**config.mk**
```make
export PLATFORM = sky130hd
export DESIGN_NAME = counter_pfd
export DESIGN_NICKNAME = d
export VERILOG_FILES = /design/src/rtl/adpll_pkg.sv /design/src/rtl/pfd_edge_sync.sv /design/src/rtl/counter_pfd.sv
export SDC_FILE = /design/constraint.sdc
export NUM_CORES = 1
export LEC_CHECK = 0
export CAP_MARGIN = 40
export CORE_MARGIN = 2
export CORE_UTILIZATION = 25
export DETAILED_ROUTE_END_ITERATION = 16
export GPL_TIMING_DRIVEN = 0
export PLACE_DENSITY_LB_ADDON = 0.12
export SYNTH_ARGS = -nofsm -noshare
export SYNTH_HDL_FRONTEND = slang
export SYNTH_HIERARCHICAL = 1
export SYNTH_SLANG_ARGS = --single-unit
```
**constraint.sdc**
```tcl
create_clock -name gen_clk_i -period 2.2 [get_ports gen_clk_i]
set_input_delay 0.44 -clock gen_clk_i [delete_from_list [all_inputs] [get_ports gen_clk_i]]
set_output_delay 0.44 -clock gen_clk_i [all_outputs]
set_load 0.1 [all_outputs]
```
**src/rtl/adpll_pkg.sv**
```systemverilog
`default_nettype none
// ============================================================================
// Module   : adpll_pkg
// Brief    : Shared ADPLL types: PFD state encoding and signed error clamp.
// Revision : 1.0 - initial release
// ============================================================================
package adpll_pkg;

  typedef enum logic [1:0] {
    IDLE     = 2'd0,
    REF_LEAD = 2'd1,
    FB_LEAD  = 2'd2
  } pfd_state_t;

  localparam int unsigned ERROR_WIDTH_DEF = 8;

  // Largest magnitude of a symmetric signed code; the most negative code is excluded.
  function automatic int unsigned err_clamp(input int unsigned width);
    return (32'd1 << (width - 32'd1)) - 32'd1;
  endfunction

  localparam int unsigned ERROR_CLAMP_DEF = err_clamp(ERROR_WIDTH_DEF);

endpackage
`default_nettype wire

```
**src/rtl/pfd_edge_sync.sv**
```systemverilog
`default_nettype none
// ============================================================================
// Module   : pfd_edge_sync
// Brief    : Optional 2-flop synchronizer (COUNTER_PFD_SYNC_EN) plus rise detect.
// Revision : 1.0 - initial release
// ============================================================================
module pfd_edge_sync (
  input  logic gen_clk_i,
  input  logic reset_i,
  input  logic sig_i,
  output logic rise_o
);

  logic w_sampled;
  logic r_prev;

`ifdef COUNTER_PFD_SYNC_EN
  logic [1:0] r_sync;

  always_ff @(posedge gen_clk_i or posedge reset_i) begin
    if (reset_i) begin
      r_sync <= 2'b00;
    end else begin
      r_sync <= {r_sync[0], sig_i};
    end
  end

  assign w_sampled = r_sync[1];
`else
  assign w_sampled = sig_i;
`endif

  always_ff @(posedge gen_clk_i or posedge reset_i) begin
    if (reset_i) begin
      r_prev <= 1'b0;
    end else begin
      r_prev <= w_sampled;
    end
  end

  assign rise_o = w_sampled & ~r_prev;

endmodule
`default_nettype wire

```
**src/rtl/counter_pfd.sv**
```systemverilog
`default_nettype none
// ============================================================================
// Module   : counter_pfd
// Brief    : Counter-based PFD emitting one signed, saturated error pulse per
//            ref/fb edge pair. Build option: COUNTER_PFD_SYNC_EN.
// Revision : 1.0 - initial release
// ============================================================================
module counter_pfd
  import adpll_pkg::*;
#(
  parameter int ERROR_WIDTH = ERROR_WIDTH_DEF
) (
  input  logic                          gen_clk_i,
  input  logic                          reset_i,
  input  logic                          enable_i,
  input  logic                          ref_i,
  input  logic                          fb_i,
  output logic signed [ERROR_WIDTH-1:0] error_o,
  output logic                          error_valid_o,
  output logic                          sat_o
);

  localparam int CW = ERROR_WIDTH - 1;
  localparam logic [CW-1:0] c_cnt_max = CW'(err_clamp(ERROR_WIDTH));
  localparam logic [CW-1:0] c_cnt_one = CW'(1);

  logic w_ref_rise;
  logic w_fb_rise;
  logic signed [ERROR_WIDTH-1:0] w_pos;
  logic signed [ERROR_WIDTH-1:0] w_neg;

  pfd_state_t                    r_state;
  logic [CW-1:0]                 r_cnt;
  logic                          r_ovf;
  logic signed [ERROR_WIDTH-1:0] r_error;
  logic                          r_valid;
  logic                          r_sat;

  pfd_edge_sync u_ref_sync (
    .gen_clk_i (gen_clk_i),
    .reset_i   (reset_i),
    .sig_i     (ref_i),
    .rise_o    (w_ref_rise)
  );

  pfd_edge_sync u_fb_sync (
    .gen_clk_i (gen_clk_i),
    .reset_i   (reset_i),
    .sig_i     (fb_i),
    .rise_o    (w_fb_rise)
  );

  assign w_pos = {1'b0, r_cnt};
  assign w_neg = -w_pos;

  always_ff @(posedge gen_clk_i or posedge reset_i) begin
    if (reset_i) begin
      r_state <= IDLE;
      r_cnt   <= '0;
      r_ovf   <= 1'b0;
      r_error <= '0;
      r_valid <= 1'b0;
      r_sat   <= 1'b0;
    end else begin
      r_error <= '0;
      r_valid <= 1'b0;
      r_sat   <= 1'b0;
      if (!enable_i) begin
        r_state <= IDLE;
        r_cnt   <= '0;
        r_ovf   <= 1'b0;
      end else begin
        case (r_state)
          IDLE: begin
            if (w_ref_rise && w_fb_rise) begin
              r_valid <= 1'b1;
            end else if (w_ref_rise) begin
              r_state <= REF_LEAD;
              r_cnt   <= c_cnt_one;
              r_ovf   <= 1'b0;
            end else if (w_fb_rise) begin
              r_state <= FB_LEAD;
              r_cnt   <= c_cnt_one;
              r_ovf   <= 1'b0;
            end
          end
          REF_LEAD: begin
            if (w_fb_rise) begin
              r_error <= w_pos;
              r_valid <= 1'b1;
              r_sat   <= r_ovf;
              r_ovf   <= 1'b0;
              // A coincident ref edge opens the next measurement immediately.
              if (w_ref_rise) begin
                r_cnt <= c_cnt_one;
              end else begin
                r_state <= IDLE;
                r_cnt   <= '0;
              end
            end else if (r_cnt == c_cnt_max) begin
              r_ovf <= 1'b1;
            end else begin
              r_cnt <= r_cnt + c_cnt_one;
            end
          end
          FB_LEAD: begin
            if (w_ref_rise) begin
              r_error <= w_neg;
              r_valid <= 1'b1;
              r_sat   <= r_ovf;
              r_ovf   <= 1'b0;
              if (w_fb_rise) begin
                r_cnt <= c_cnt_one;
              end else begin
                r_state <= IDLE;
                r_cnt   <= '0;
              end
            end else if (r_cnt == c_cnt_max) begin
              r_ovf <= 1'b1;
            end else begin
              r_cnt <= r_cnt + c_cnt_one;
            end
          end
          default: begin
            r_state <= IDLE;
            r_cnt   <= '0;
            r_ovf   <= 1'b0;
          end
        endcase
      end
    end
  end

  assign error_o       = r_error;
  assign error_valid_o = r_valid;
  assign sat_o         = r_sat;

endmodule
`default_nettype wire

```
==> results of run 1 <==
## through the flow
| step | TNS [ns] | hold WS, ns |
|---|---|---|
| after floorplan | 0 | 0.1687 |
| after global placement | -0.1005 | 0.5286 |
| after detailed placement | -0.1600 | 0.5237 |
| after CTS | 0 | 0.3615 |
| after global routing | 0 | 0.3864 |
| final | 0 | 0.3576 |
## registers in the layout (all words and copies together) (netlist names)
register / flops
sat_o: 1
error_o: 8
u_fb_sync/r_prev: 1
u_ref_sync/r_prev: 1
r_ovf: 1
r_cnt: 7
r_state: 2
error_valid_o: 1
## metal layers
layer / track usage (%) / part of all wire, % / wire (µm) / vias to the layer above
met4: 3.818 / 0.89 / 25 / 0
met1: 13.61 / 47 / 1322 / 529
met5: 0 / 0 / 0 / -
li1: - / - / - / 558
met2: 18.21 / 49 / 1373 / 18
met3: 1.786 / 3.4 / 97 / 2
## path summary, 6_finish.rpt
check | from | end | slack (ns) | depth (start not counted)
max | ref_i | r_cnt[3]$_DFFE_PP0P_ | 0.20 | 7
min | reset_i | u_ref_sync/r_prev$_DFF_PP0_ | 0.36 | 2
max reg2reg | r_state[1]$_DFFE_PP0P_ | r_cnt[3]$_DFFE_PP0P_ | 0.26 | 7
min reg2reg | r_ovf$_DFFE_PP0P_ | r_ovf$_DFFE_PP0P_ | 0.53 | 2
max in group asynchronous | reset_i | r_cnt[0]$_DFFE_PP0P_ | 1.03 | 2
min in group gen_clk_i | r_ovf$_DFFE_PP0P_ | r_ovf$_DFFE_PP0P_ | 0.53 | 2
## cell families after synthesis
kind of cell             count (synthesis)  share of synthesized area [%]
AND/OR/NAND/NOR                         52                          21.59
AO/OA/AOI/OAI                           38                          21.11
flip-flops                              22                          42.59
buffers and inverters                   19                          7.357
adder cells (fa/ha/maj)                  6                          5.808
XOR/XNOR                                 1                         0.6778
multiplexers                             1                         0.8712
## cell type report
type,instances,area [µm²],area share (%)
Multi-Input combinational cell,98,646.9,37.49
Sequential cell,22,550.5,31.91
Timing Repair Buffer,24,290.3,16.82
Tap cell,70,87.58,5.076
Buffer,10,61.31,3.553
Clock buffer,4,55.05,3.191
Inverter,9,33.78,1.958
## report_power, final
part / switching [mW] / internal (mW)
Sequential: 0.0124 / 0.413
Combinational: 0.0951 / 0.0554
Clock: 0.138 / 0.160
## placed cells by master, fill, tap and decap left out, types with 2 or more instances in the layout
cell and n:
buf_8 10, nor3_1 4, clkbuf_8 4, a31oi_1 2
a41oi_1 2, a21o_1 2, nand3_1 6, a21oi_1 11
buf_2 4, clkdlybuf4s50_1 14, ha_1 6, nor4_1 2
nand2_1 13, o21ai_0 4, clkbuf_1 3, inv_1 9
nor2_1 12, buf_6 2, nor2b_4 2, nand2b_1 6
dfrtp_1 22, a311oi_1 4, and4_1 2
==> results.sh, run 1 <==
export IMPL_post_route_period_util_pct=91.01
export IMPL_netlist_instances=139
export IMPL_final_area_um2=1725
export IMPL_ctsLongestPathBuffers=2
export IMPL_ctsHoldBuffers=0
export IMPL_drt_iter0_markers=77
export IMPL_async_flop_share_pct=100.0
export IMPL_vias=1107
export IMPL_critPathArrivalTime_ns=2.14
export IMPL_rows=26
export IMPL_crit_family="buffers and inverters"
export IMPL_fp_dieW_um=75.90
export IMPL_cts_made_buffers=3
export IMPL_grt_pass1_vias=1087
export IMPL_cts_sinks=22
export IMPL_skew_ns=0.007175
export IMPL_antenna_found_initial=0
export IMPL_synth_common_cells="dfrtp_1, nand2_1, nor2_1"
export IMPL_finalHoldViolCount=0
export IMPL_p_leak_nw=0.7233
export IMPL_ir_worst_vdd_mv=0.1858
export IMPL_worst_ep_required_time_ns=2.34
export IMPL_wl_per_cell_um=11.89
export IMPL_synthToLayoutAreaGrowth_pct=33.49
export IMPL_cts_root_buf="clkbuf_8"
export IMPL_criticalPathCategory="in -> reg"
export IMPL_dp_cells=233
export IMPL_crit_slowest_cell="clkdlybuf4s50_1"
export IMPL_gr_total_overflow=0
export IMPL_setup_worst_path_end_class="flip-flop"
export IMPL_path_max_fanout=10
export IMPL_htreeDepth=1
export IMPL_core_um2=5042
export IMPL_initial_core_util_pct=25.63
export IMPL_nets=179
export IMPL_slowest_delay_ns=0.47
export IMPL_maxCapViolations=0
export IMPL_drive_gt1_share_pct=16.17
export IMPL_finalWirelength_um=2818
export IMPL_rsz0062_at_grt="no"
export IMPL_path_buf_inv=2
export IMPL_synth_top_cell_by_area="dfrtp_1"
export IMPL_synth_seq_cells=22
export IMPL_tightest_slew_ns=0.7887
export IMPL_synthDistinctLibCells=41
export IMPL_crit_chain="clkdlybuf4s50_1 -> nor2b_4 -> buf_2 -> xnor2_1 -> nand3_1 -> a41oi_1 -> a21oi_1"
export IMPL_fill_cells=518
export IMPL_grt_max_degree=21
export IMPL_yosysMostFrequentCell="dfrtp_1"
export IMPL_placed_cell_area_um2=1670
export IMPL_powerDensity_nw_per_um2=506.4
export IMPL_yosys_most_used_dff="dfrtp_1"
export IMPL_cts_tree="yes"
export IMPL_relSlewSlack_pct=47.36
export IMPL_gp_congestion=0.7844
export IMPL_clk_pin_slew_ns=0.09
export IMPL_layout_cells_non_filler=237
export IMPL_diodes=0
export IMPL_portBuffers=14
export IMPL_clock_latency_ns=0.27
export IMPL_setup_viol=0
export IMPL_cts_setup_buffers=0
export IMPL_yosysWarnings=6
export IMPL_finalCriticalPeriod_ns=2.002
export IMPL_gr_usage_all_layers_pct=10.66
export IMPL_antenna_left=0
export IMPL_syn_area_per_cell_um2=9.298
export IMPL_start_kind="input port"
export IMPL_synth_edf_count=0
export IMPL_vias_per_cell=4.671
export IMPL_die_y_um=75.90
export IMPL_hpwl_um=2138
export IMPL_yosysTopAreaCellShare_pct=42.59
export IMPL_final_util_pct=34.22
export IMPL_dieArea_um2=5761
export IMPL_place_ws_ns=-0.07358
export IMPL_grt_pass1_wl_um=5078
export IMPL_fmax_mhz=499.4
export IMPL_ioPinCount=15
export IMPL_drtPass1Iterations=6
export IMPL_fin_ws_ns=0.1977
export IMPL_post_cts_resized=0
export IMPL_syn_nets=150
export IMPL_yosysSeqAreaShare_pct=42.59
export IMPL_hp_class="in -> async"
export IMPL_power_mw=0.8737
export IMPL_remaining_drc_errors=0
export IMPL_slew_violations=0
export IMPL_synthTopCellsByArea="dfrtp_1, ha_1, a21oi_1"
export IMPL_synth_area_um2=1292
export IMPL_outcome="complete, no violations"
(Power assumes the default switching activity.)
==> run 2, diff against run 1 <==
clock period = 2.5 ns   (was 2.2 ns; I/O delays follow)
==> results of run 2 <==
The final DEF is identical to that of run 1. Status: complete, no violations.
Main changes from that run: setup slack after placement -0.07358 ns -> 0.1664 ns; setup slack after layout 0.1977 ns -> 0.4377 ns; hold slack 0.3576 ns -> 0.4176 ns; register-to-register setup slack 0.26 ns -> 0.56 ns; total power 0.8737 mW -> 0.7689 mW; worst IR drop on VDD 0.1858 mV -> 0.1635 mV
